`config.mk`:
```
export PLATFORM = sky130hd
export DESIGN_NAME = irq_ctrl
export DESIGN_NICKNAME = d
export VERILOG_FILES = /design/src/rtl/irq_ctrl.sv
export SDC_FILE = /design/constraint.sdc
export NUM_CORES = 1
export LEC_CHECK = 0
export CAP_MARGIN = 20
export CORE_MARGIN = 4
export CORE_UTILIZATION = 35
export DETAILED_ROUTE_END_ITERATION = 16
export PLACE_DENSITY_LB_ADDON = 0.1
export SYNTH_ARGS = -nofsm -noshare
export SYNTH_HDL_FRONTEND = slang
export SYNTH_SLANG_ARGS = --single-unit
```
`constraint.sdc`:
```
create_clock -name HCLK -period 1.9 [get_ports HCLK]
set_input_delay 0.57 -clock HCLK [delete_from_list [all_inputs] [get_ports HCLK]]
set_output_delay 0.57 -clock HCLK [all_outputs]
set_load 0.005 [all_outputs]
```
`src/rtl/irq_ctrl.sv`:
```
// irq_ctrl: edge-triggered, fixed-priority interrupt controller driving the
// RI5CY irq/id/ack interface, configured over the req/gnt/rvalid data bus.
// Build macro IRQC_SYNC_EN: adds a 2-flop synchronizer on every irq_src bit
// (irq_src rise to core_irq becomes 4 cycles instead of 2).

// Per-source cell: optional synchronizer, rising-edge detect, sticky pending bit.
module irq_ctrl_cell (
  input  logic HCLK,
  input  logic HRESETn,
  input  logic src,
  input  logic set_sw,
  input  logic clr,
  output logic pend
);
  logic src_q;
  logic src_prev;

`ifdef IRQC_SYNC_EN
  logic sync1, sync2;
  // two-flop synchronizer for sources not clocked by HCLK
  always_ff @(posedge HCLK or negedge HRESETn) begin
    if (!HRESETn) begin
      sync1 <= 1'b0;
      sync2 <= 1'b0;
    end else begin
      sync1 <= src;
      sync2 <= sync1;
    end
  end
  assign src_q = sync2;
`else
  assign src_q = src;
`endif

  // last-cycle sample; a level held high yields exactly one rise
  always_ff @(posedge HCLK or negedge HRESETn) begin
    if (!HRESETn) src_prev <= 1'b0;
    else          src_prev <= src_q;
  end

  // sticky pending: any set (edge or software) beats any clear
  always_ff @(posedge HCLK or negedge HRESETn) begin
    if (!HRESETn) pend <= 1'b0;
    else          pend <= (src_q & ~src_prev) | set_sw | (pend & ~clr);
  end
endmodule

module irq_ctrl #(
  parameter int NUM_IRQ     = 8,
  parameter int IRQ_BASE_ID = 16
) (
  input  logic               HCLK,
  input  logic               HRESETn,
  input  logic [NUM_IRQ-1:0] irq_src,
  input  logic               irqc_sel,
  input  logic               irqc_req,
  input  logic               irqc_write,
  input  logic [1:0]         irqc_addr,
  input  logic [31:0]        irqc_wdata,
  output logic               irqc_gnt,
  output logic               irqc_rvalid,
  output logic [31:0]        irqc_rdata,
  output logic               core_irq,
  output logic [4:0]         core_irq_id,
  input  logic               core_irq_ack,
  input  logic [4:0]         core_irq_ack_id
);
  typedef enum logic [1:0] {IDLE, REQ, HOLD} state_t;

  localparam logic [4:0] BASE_ID = 5'(IRQ_BASE_ID);

  state_t             state;
  logic [NUM_IRQ-1:0] enable, pending, cand, sw_set, clr, sel_oh;
  logic [4:0]         sel_idx, win_idx;
  logic               gnt, wr, ack_hit, sel_live;
  logic [31:0]        rd_mux;
  logic               wdata_unused;

  // only the low NUM_IRQ write-data bits carry meaning
  assign wdata_unused = ^irqc_wdata;

  assign gnt      = irqc_sel & irqc_req;
  assign irqc_gnt = gnt;
  assign wr       = gnt & irqc_write;
  assign cand     = pending & enable;
  assign sw_set   = (wr && irqc_addr == 2'd2) ? irqc_wdata[NUM_IRQ-1:0] : '0;
  assign ack_hit  = (state == REQ) && core_irq_ack && (core_irq_ack_id == core_irq_id);
  assign sel_live = |(cand & sel_oh);

  // one-hot of the latched source, used for ack-clear and withdraw detect
  always_comb begin
    sel_oh = '0;
    for (int i = 0; i < NUM_IRQ; i++)
      if (sel_idx == 5'(i)) sel_oh[i] = 1'b1;
  end

  // clear requests: software W1C plus the acknowledged source
  always_comb begin
    clr = '0;
    if (wr && irqc_addr == 2'd1) clr = irqc_wdata[NUM_IRQ-1:0];
    if (ack_hit)                 clr = clr | sel_oh;
  end

  // fixed priority: lowest set index wins
  always_comb begin
    win_idx = '0;
    for (int i = NUM_IRQ - 1; i >= 0; i--)
      if (cand[i]) win_idx = 5'(i);
  end

  for (genvar g = 0; g < NUM_IRQ; g++) begin : g_src
    irq_ctrl_cell u_cell (
      .HCLK    (HCLK),
      .HRESETn (HRESETn),
      .src     (irq_src[g]),
      .set_sw  (sw_set[g]),
      .clr     (clr[g]),
      .pend    (pending[g])
    );
  end

  // register read mux
  always_comb begin
    case (irqc_addr)
      2'd0:    rd_mux = 32'(enable);
      2'd1:    rd_mux = 32'(pending);
      2'd2:    rd_mux = '0;
      default: rd_mux = {26'b0, core_irq, core_irq_id};
    endcase
  end

  // ENABLE register
  always_ff @(posedge HCLK or negedge HRESETn) begin
    if (!HRESETn)                     enable <= '0;
    else if (wr && irqc_addr == 2'd0) enable <= irqc_wdata[NUM_IRQ-1:0];
  end

  // bus response: one rvalid per grant, rdata zero for writes
  always_ff @(posedge HCLK or negedge HRESETn) begin
    if (!HRESETn) begin
      irqc_rvalid <= 1'b0;
      irqc_rdata  <= '0;
    end else begin
      irqc_rvalid <= gnt;
      if (gnt) irqc_rdata <= irqc_write ? 32'h0 : rd_mux;
    end
  end

  // request FSM with registered core_irq / core_irq_id; no preemption in REQ
  always_ff @(posedge HCLK or negedge HRESETn) begin
    if (!HRESETn) begin
      state       <= IDLE;
      sel_idx     <= '0;
      core_irq    <= 1'b0;
      core_irq_id <= '0;
    end else begin
      case (state)
        IDLE: if (|cand) begin
          sel_idx     <= win_idx;
          core_irq_id <= BASE_ID + win_idx;
          core_irq    <= 1'b1;
          state       <= REQ;
        end
        REQ: if (ack_hit) begin
          core_irq <= 1'b0;
          state    <= HOLD;
        end else if (!sel_live) begin
          core_irq <= 1'b0;
          state    <= IDLE;
        end
        HOLD:    state <= IDLE;
        default: state <= IDLE;
      endcase
    end
  end
endmodule
```
# Yosys cells after proc, flatten, opt, wreduce, memory -nomap -nowiden
# Cells that the tools add are included.
dict set report word_totals {
  wordCells 133
  reg_bits 70
  output_inout_bits 40
  in_bits 53
}
dict set report op_classes {
  eq_ne 13
  add_sub_neg 1
  n_bitwise 53
  reduce_logical 14
  muxes 29
}
# op n
set op_table {}
lappend op_table {{two-way mux 5 bit} 7}
lappend op_table {{two-way mux 32 bit} 1}
lappend op_table {{two-way mux 8 bit} 3}
lappend op_table {{one-hot mux 8 bit (3 select lines)} 1}
lappend op_table {{== test 5 x 3 -> 1 bit (second input constant)} 4}
lappend op_table {{AND 1 bit} 18}
lappend op_table {{AND 8 bit} 2}
lappend op_table {{NOT 1 bit} 16}
lappend op_table {{OR 1 bit} 16}
lappend op_table {{OR reduction 8 bit} 2}
lappend op_table {{two-way mux 1 bit} 11}
lappend op_table {{== test 5 x 2 -> 1 bit (second input constant)} 2}
lappend op_table {{OR 8 bit} 1}
lappend op_table {{two-way mux 2 bit} 3}
lappend op_table {{adder 5 bit (first input constant)} 1}
lappend op_table {{== test 5 x 1 -> 1 bit (second input constant)} 1}
lappend op_table {{== test 5 bit} 1}
lappend op_table {{logical AND 1 bit} 5}
lappend op_table {{logical NOT 5 bit} 1}
lappend op_table {{== test 2 x 1 -> 1 bit (second input constant)} 2}
lappend op_table {{logical NOT 2 bit} 2}
lappend op_table {{one-hot mux 2 bit (2 select lines)} 1}
lappend op_table {{AND reduction 2 bit} 2}
lappend op_table {{two-way mux 3 bit} 1}
lappend op_table {{other kinds (6)} 6}

# Longest topological paths before layout
# Gate-level depths: netlist (run 1).
dict set report logic_depth {
  ltp_word 10
  mapped_depth 5
  depth_no_buf 4
}

# By module
# A second synthesis (run 1) with hierarchy kept.
dict set report hier_totals {
  hier_cells 214
  hier_area_um2 2247.2
}
# mod n_inst cells_per_inst area_per_inst_um2 seq_area_each_um2
set modules_own_cells {}
lappend modules_own_cells {irq_ctrl 1 174 1706.6 600.6}
lappend modules_own_cells {irq_ctrl_cell 8 5 67.6 50.0}

# Least setup slack after synthesis (run 1)
# OpenSTA, ideal clock, no wires.
dict set report synth_timing {
  path_kind {input to register}
  start {input port irqc_addr[1]}
  end {register enable[0]}
  setup_ps 125
  setup_slack_ps 303
  cell_stages 3
  arrival_time_ps 1472
  n_path_buf 0
  required_ps 1775
  cell_sequence {nand3b_4 > nor3b_4 > mux2_2}
}
dict set report synth_between {
  elab_chain_cells 2
}
# item line_no
set synth_lines {}
lappend synth_lines {{start, declared} 58} ;# input logic [1:0] irqc_addr,
lappend synth_lines {{logical NOT 2 bit} 135} ;# else if (wr && irqc_addr == 2'd0) enable <= irqc_wdata[NUM_IRQ-1:0];
lappend synth_lines {{logical AND 1 bit} 135}
lappend synth_lines {{end signal, assigned} 135}
lappend synth_lines {{end, declared} 73} ;# logic [NUM_IRQ-1:0] enable, pending, cand, sw_set, clr, sel_oh;
# No other way between the ends.
# A chain may end at the register's enable or synchronous reset.

# Final worst setup path (run 1)
dict set report layout_timing {
  start {register core_irq_id[1]}
  end {output port core_irq_id[1]}
}
# item line_no
set layout_rtl {}
lappend layout_rtl {{start, declared} 64} ;# output logic [4:0] core_irq_id,
lappend layout_rtl {{start signal, assigned} 160} ;# core_irq_id <= BASE_ID + win_idx;
# No word-level cell between the ends.

==> results of run 1 <==
==> worst min path at each step <==
stage                        startpoint                       end  cells after the start
final                           HRESETn  g_src[6].u_cell.src_prev                      2
after global routing            HRESETn  g_src[7].u_cell.src_prev                      2
after CTS                       HRESETn  g_src[6].u_cell.src_prev                      2
after detailed placement  irqc_rdata[3]             irqc_rdata[3]                      2
after global placement    irqc_rdata[7]             irqc_rdata[7]                      2
after floorplan                 HRESETn                  core_irq                      0
==> logic make-up (layout without fill, tap and decap cells) <==
kind of cell / Yosys count / after routing
mux: 16 / 16
compound gates: 58 / 58
flops: 40 / 40
simple gates: 48 / 48
buf+inv: 48 / 90
other cells: 1 / 25
xor+xnor: 3 / 3
==> cell usage in the layout (no fill, tap or decap), drive strengths merged, types with 3 or more instances in the layout <==
master / count
a21oi: 4
a221o: 8
a22o: 5
a22oi: 4
a31oi: 8
and2: 3
buf: 24
clkbuf: 5
clkdlybuf4s50: 39
conb: 25
dfrtp: 40
inv: 17
mux2: 8
mux2i: 8
nand2: 15
nand3: 10
nor2: 5
nor2b: 3
o211ai: 5
o21ai: 10
o31ai: 9
xnor2: 3
==> power by group through the flow <==
| stage | sequential, mW | combinational, mW | clock (mW) |
|---|---|---|---|
| 2_1_floorplan | 1.12 | 0.546 | 0 |
| 3_3_place_gp | 1.15 | 0.940 | 0 |
| 3_5_place_dp | 1.16 | 0.944 | 0 |
| 4_1_cts | 1.15 | 0.947 | 0.832 |
| 5_1_grt | 1.17 | 1.05 | 0.875 |
| 6_report | 1.14 | 0.943 | 0.824 |
==> layout make-up <==
class | instances | area, sq um | area share, %
clock buffer | 5 | 68.8 | 2.34
sequential | 40 | 1000 | 34.1
clock inverter | 2 | 60.1 | 2.04
inverter | 17 | 63.8 | 2.17
tap | 75 | 93.8 | 3.19
timing repair buffer | 66 | 647 | 22.0
multi-input combinational | 150 | 1000 | 34.1
==> state kept, by name, summed over array words and instances (netlist names) <==
signal,cells
core_irq,1
core_irq_id,4
enable,8
g_src.u_cell.pend,8
g_src.u_cell.src_prev,8
irqc_rdata,8
irqc_rvalid,1
state,2
==> stage by stage <==
stage               total power [mW]  util, %
global placement                2.09     46.7
global route                    3.09     49.1
detailed placement              2.10     46.7
finish                          2.91     49.1
floorplan                       1.66        -
CTS                             2.93     49.0
==> repair_timing <==
item,CTS,global route
setup buffers,0,0
gates resized for setup,8,2
endpoints found under the setup margin,11,8
==> per-layer routing <==
metal | GRT usage (%) | vias to the layer above | share of wire, %
li1 | - | 857 | -
met3 | 3.88 | 2 | 5.5
met4 | 4.46 | 0 | 0.39
met5 | 0 | - | 0
met2 | 24.2 | 43 | 48
met1 | 19.5 | 863 | 46
==> results.toml, run 1 <==
[cts]
clk_transition_reported_paths_ns = 0.08
cts_tree = "yes"
hold_buffers = 0
clock-sinks = 40
insertion_delay_ns = 0.29
cts_root_buffer = "clkbuf_8"
cts-htree-levels = 2
numCtsBuffers = 5
clock_path_buffers = 2

[final_layout]
fin_nets = 333
final.fill_count = 575
drive_gt1_share_pct = 17.5
final_cells = 355
post-route-cell-area_sq_um = 2940
syn_to_final_growth_pct = 34.2
diodes = 0

[power]
p_int_mw = 2.00
seqPwrFrac_pct = 39.3
p_leak_nw = 1.32
p_clk_share_pct = 28.3
p_comb_share_pct = 32.4
ir_drop_mv = 0.420
p_sw_share_pct = 31.3
pwr_density_cell_nw_per_um2 = 990
power.switching_mw = 0.911

[die]
io_pins = 93
initial_core_util_pct = 36.6
die_w_um = 87.1
die_y_um = 87.1
core_sq_um = 5990
fp.dieArea_sq_um = 7590
rows = 28

[placement]
placedCellCount = 348
pre_cts_slack_ns = -0.378
placement.cell_area_sq_um = 2800
post-dp-hpwl_um = 4180
port_buffers = 43
gp_congestion = 0.801

[timing]
grt_setup_unrepaired = "false"
fmax_ghz = 0.537
period_share_pct = 97.9
finalCriticalPeriod_ns = 1.86
setup_viol = 0
maxSlewViolCount = 0
clock_skew_ns = 0.00573
finalHoldViolCount = 0
tns_ns = 0
holdWs_ns = 0.227
setup_slack_ns = 0.0391

[logic_synthesis]
synthAdderAreaFrac_pct = 0
yosysMostFrequentCell = "dfrtp_1"
yosys.area_share.xor_xnor_pct = 1.20
ys_top_cells_by_area = "dfrtp_1, buf_4, mux2_2"
ys_seq_area_share_pct = 45.7
synth-edff-count = 0
synth_ff_type = "dfrtp_1"
ys_warn_count = 0
synth_compound_area_share_pct = 19.3
yosysTopAreaCellShare_pct = 45.7
synth_seq_cells = 40
ys_top_cells_by_count = "dfrtp_1, buf_4, inv_1, nand2_1"
yosysTopAreaCell = "dfrtp_1"
yosys.cell_types.count = 37
synthMuxAreaShare_pct = 7.77
yosys.area_share.simple_pct = 12.7
synth_top_family_by_area = "compound AO/OA/AOI/OAI gates"
ys_async_sr_fraction_pct = 100
syn_inst = 214
syn_area_sq_um = 2190
syn_area_per_cell_sq_um = 10.2

[global_routing]
first_global_vias = 1748
grt_pass1_wl_um = 8590
grt_max_degree = 41
overflow = 0
track_usage_pct = 14.9
grt_antenna_before_repair = 0

[critical_path]
reg2reg_to = "g_src[0].u_cell.pend"
ff2ff_path_depth = 5
startpoint = "core_irq_id[1]"
slowest_delay_ns = 0.54
path_class = "reg2out"
cp_num_buf_inv = 1
cp.depth = 1
crit_path_end_kind = "primary output"
r2r-start = "core_irq_id[1]"
path_cells = "clkdlybuf4s50_1"
rrSetupSlack_ns = 0.34
worstPathRequired_ns = 1.33
path_delay_family = "buffers and inverters"
crit_arrival_ns = 1.29
slowest_stage = "clkdlybuf4s50_1"
crit_end = "core_irq_id[1]"
startpoint_type = "flip-flop"
crit_fanout = 8

[status]
status = "completed"

[route]
detail-route-antenna-nets = 0
remaining_drc_errors = 0
firstDrtPassIters = 4
vias_per_cell = 4.97
finalWirelength_um = 5430
vias = 1765
wl_per_cell_um = 15.3
dr.first_iter.drc_count = 100

[run]
drv_cap = 0

[min_path]
hp-class = "in2async"
Note: power is estimated with default switching activity, not from simulation.
==> run 2: changes to the inputs <==
--- a/config.mk
+++ b/config.mk
@@ -8,6 +8,7 @@
 export CAP_MARGIN = 20
 export CORE_MARGIN = 4
 export CORE_UTILIZATION = 35
+export CTS_BUF_LIST = sky130_fd_sc_hd__clkbuf_2 sky130_fd_sc_hd__clkbuf_4 sky130_fd_sc_hd__clkbuf_8
 export DETAILED_ROUTE_END_ITERATION = 16
 export PLACE_DENSITY_LB_ADDON = 0.1
 export SYNTH_ARGS = -nofsm -noshare
==> results of run 2 <==
No change in the layout: final DEF, timing and power equal those of run 1.
==> run 3: changes to the inputs <==
--- a/config.mk
+++ b/config.mk
@@ -10,6 +10,7 @@
 export CORE_UTILIZATION = 35
 export CTS_BUF_LIST = sky130_fd_sc_hd__clkbuf_2 sky130_fd_sc_hd__clkbuf_4 sky130_fd_sc_hd__clkbuf_8
 export DETAILED_ROUTE_END_ITERATION = 16
+export GPL_ROUTABILITY_DRIVEN = 0
 export PLACE_DENSITY_LB_ADDON = 0.1
 export SYNTH_ARGS = -nofsm -noshare
 export SYNTH_HDL_FRONTEND = slang
==> results of run 3 <==
No change in the layout: final DEF, timing and power equal those of run 1.
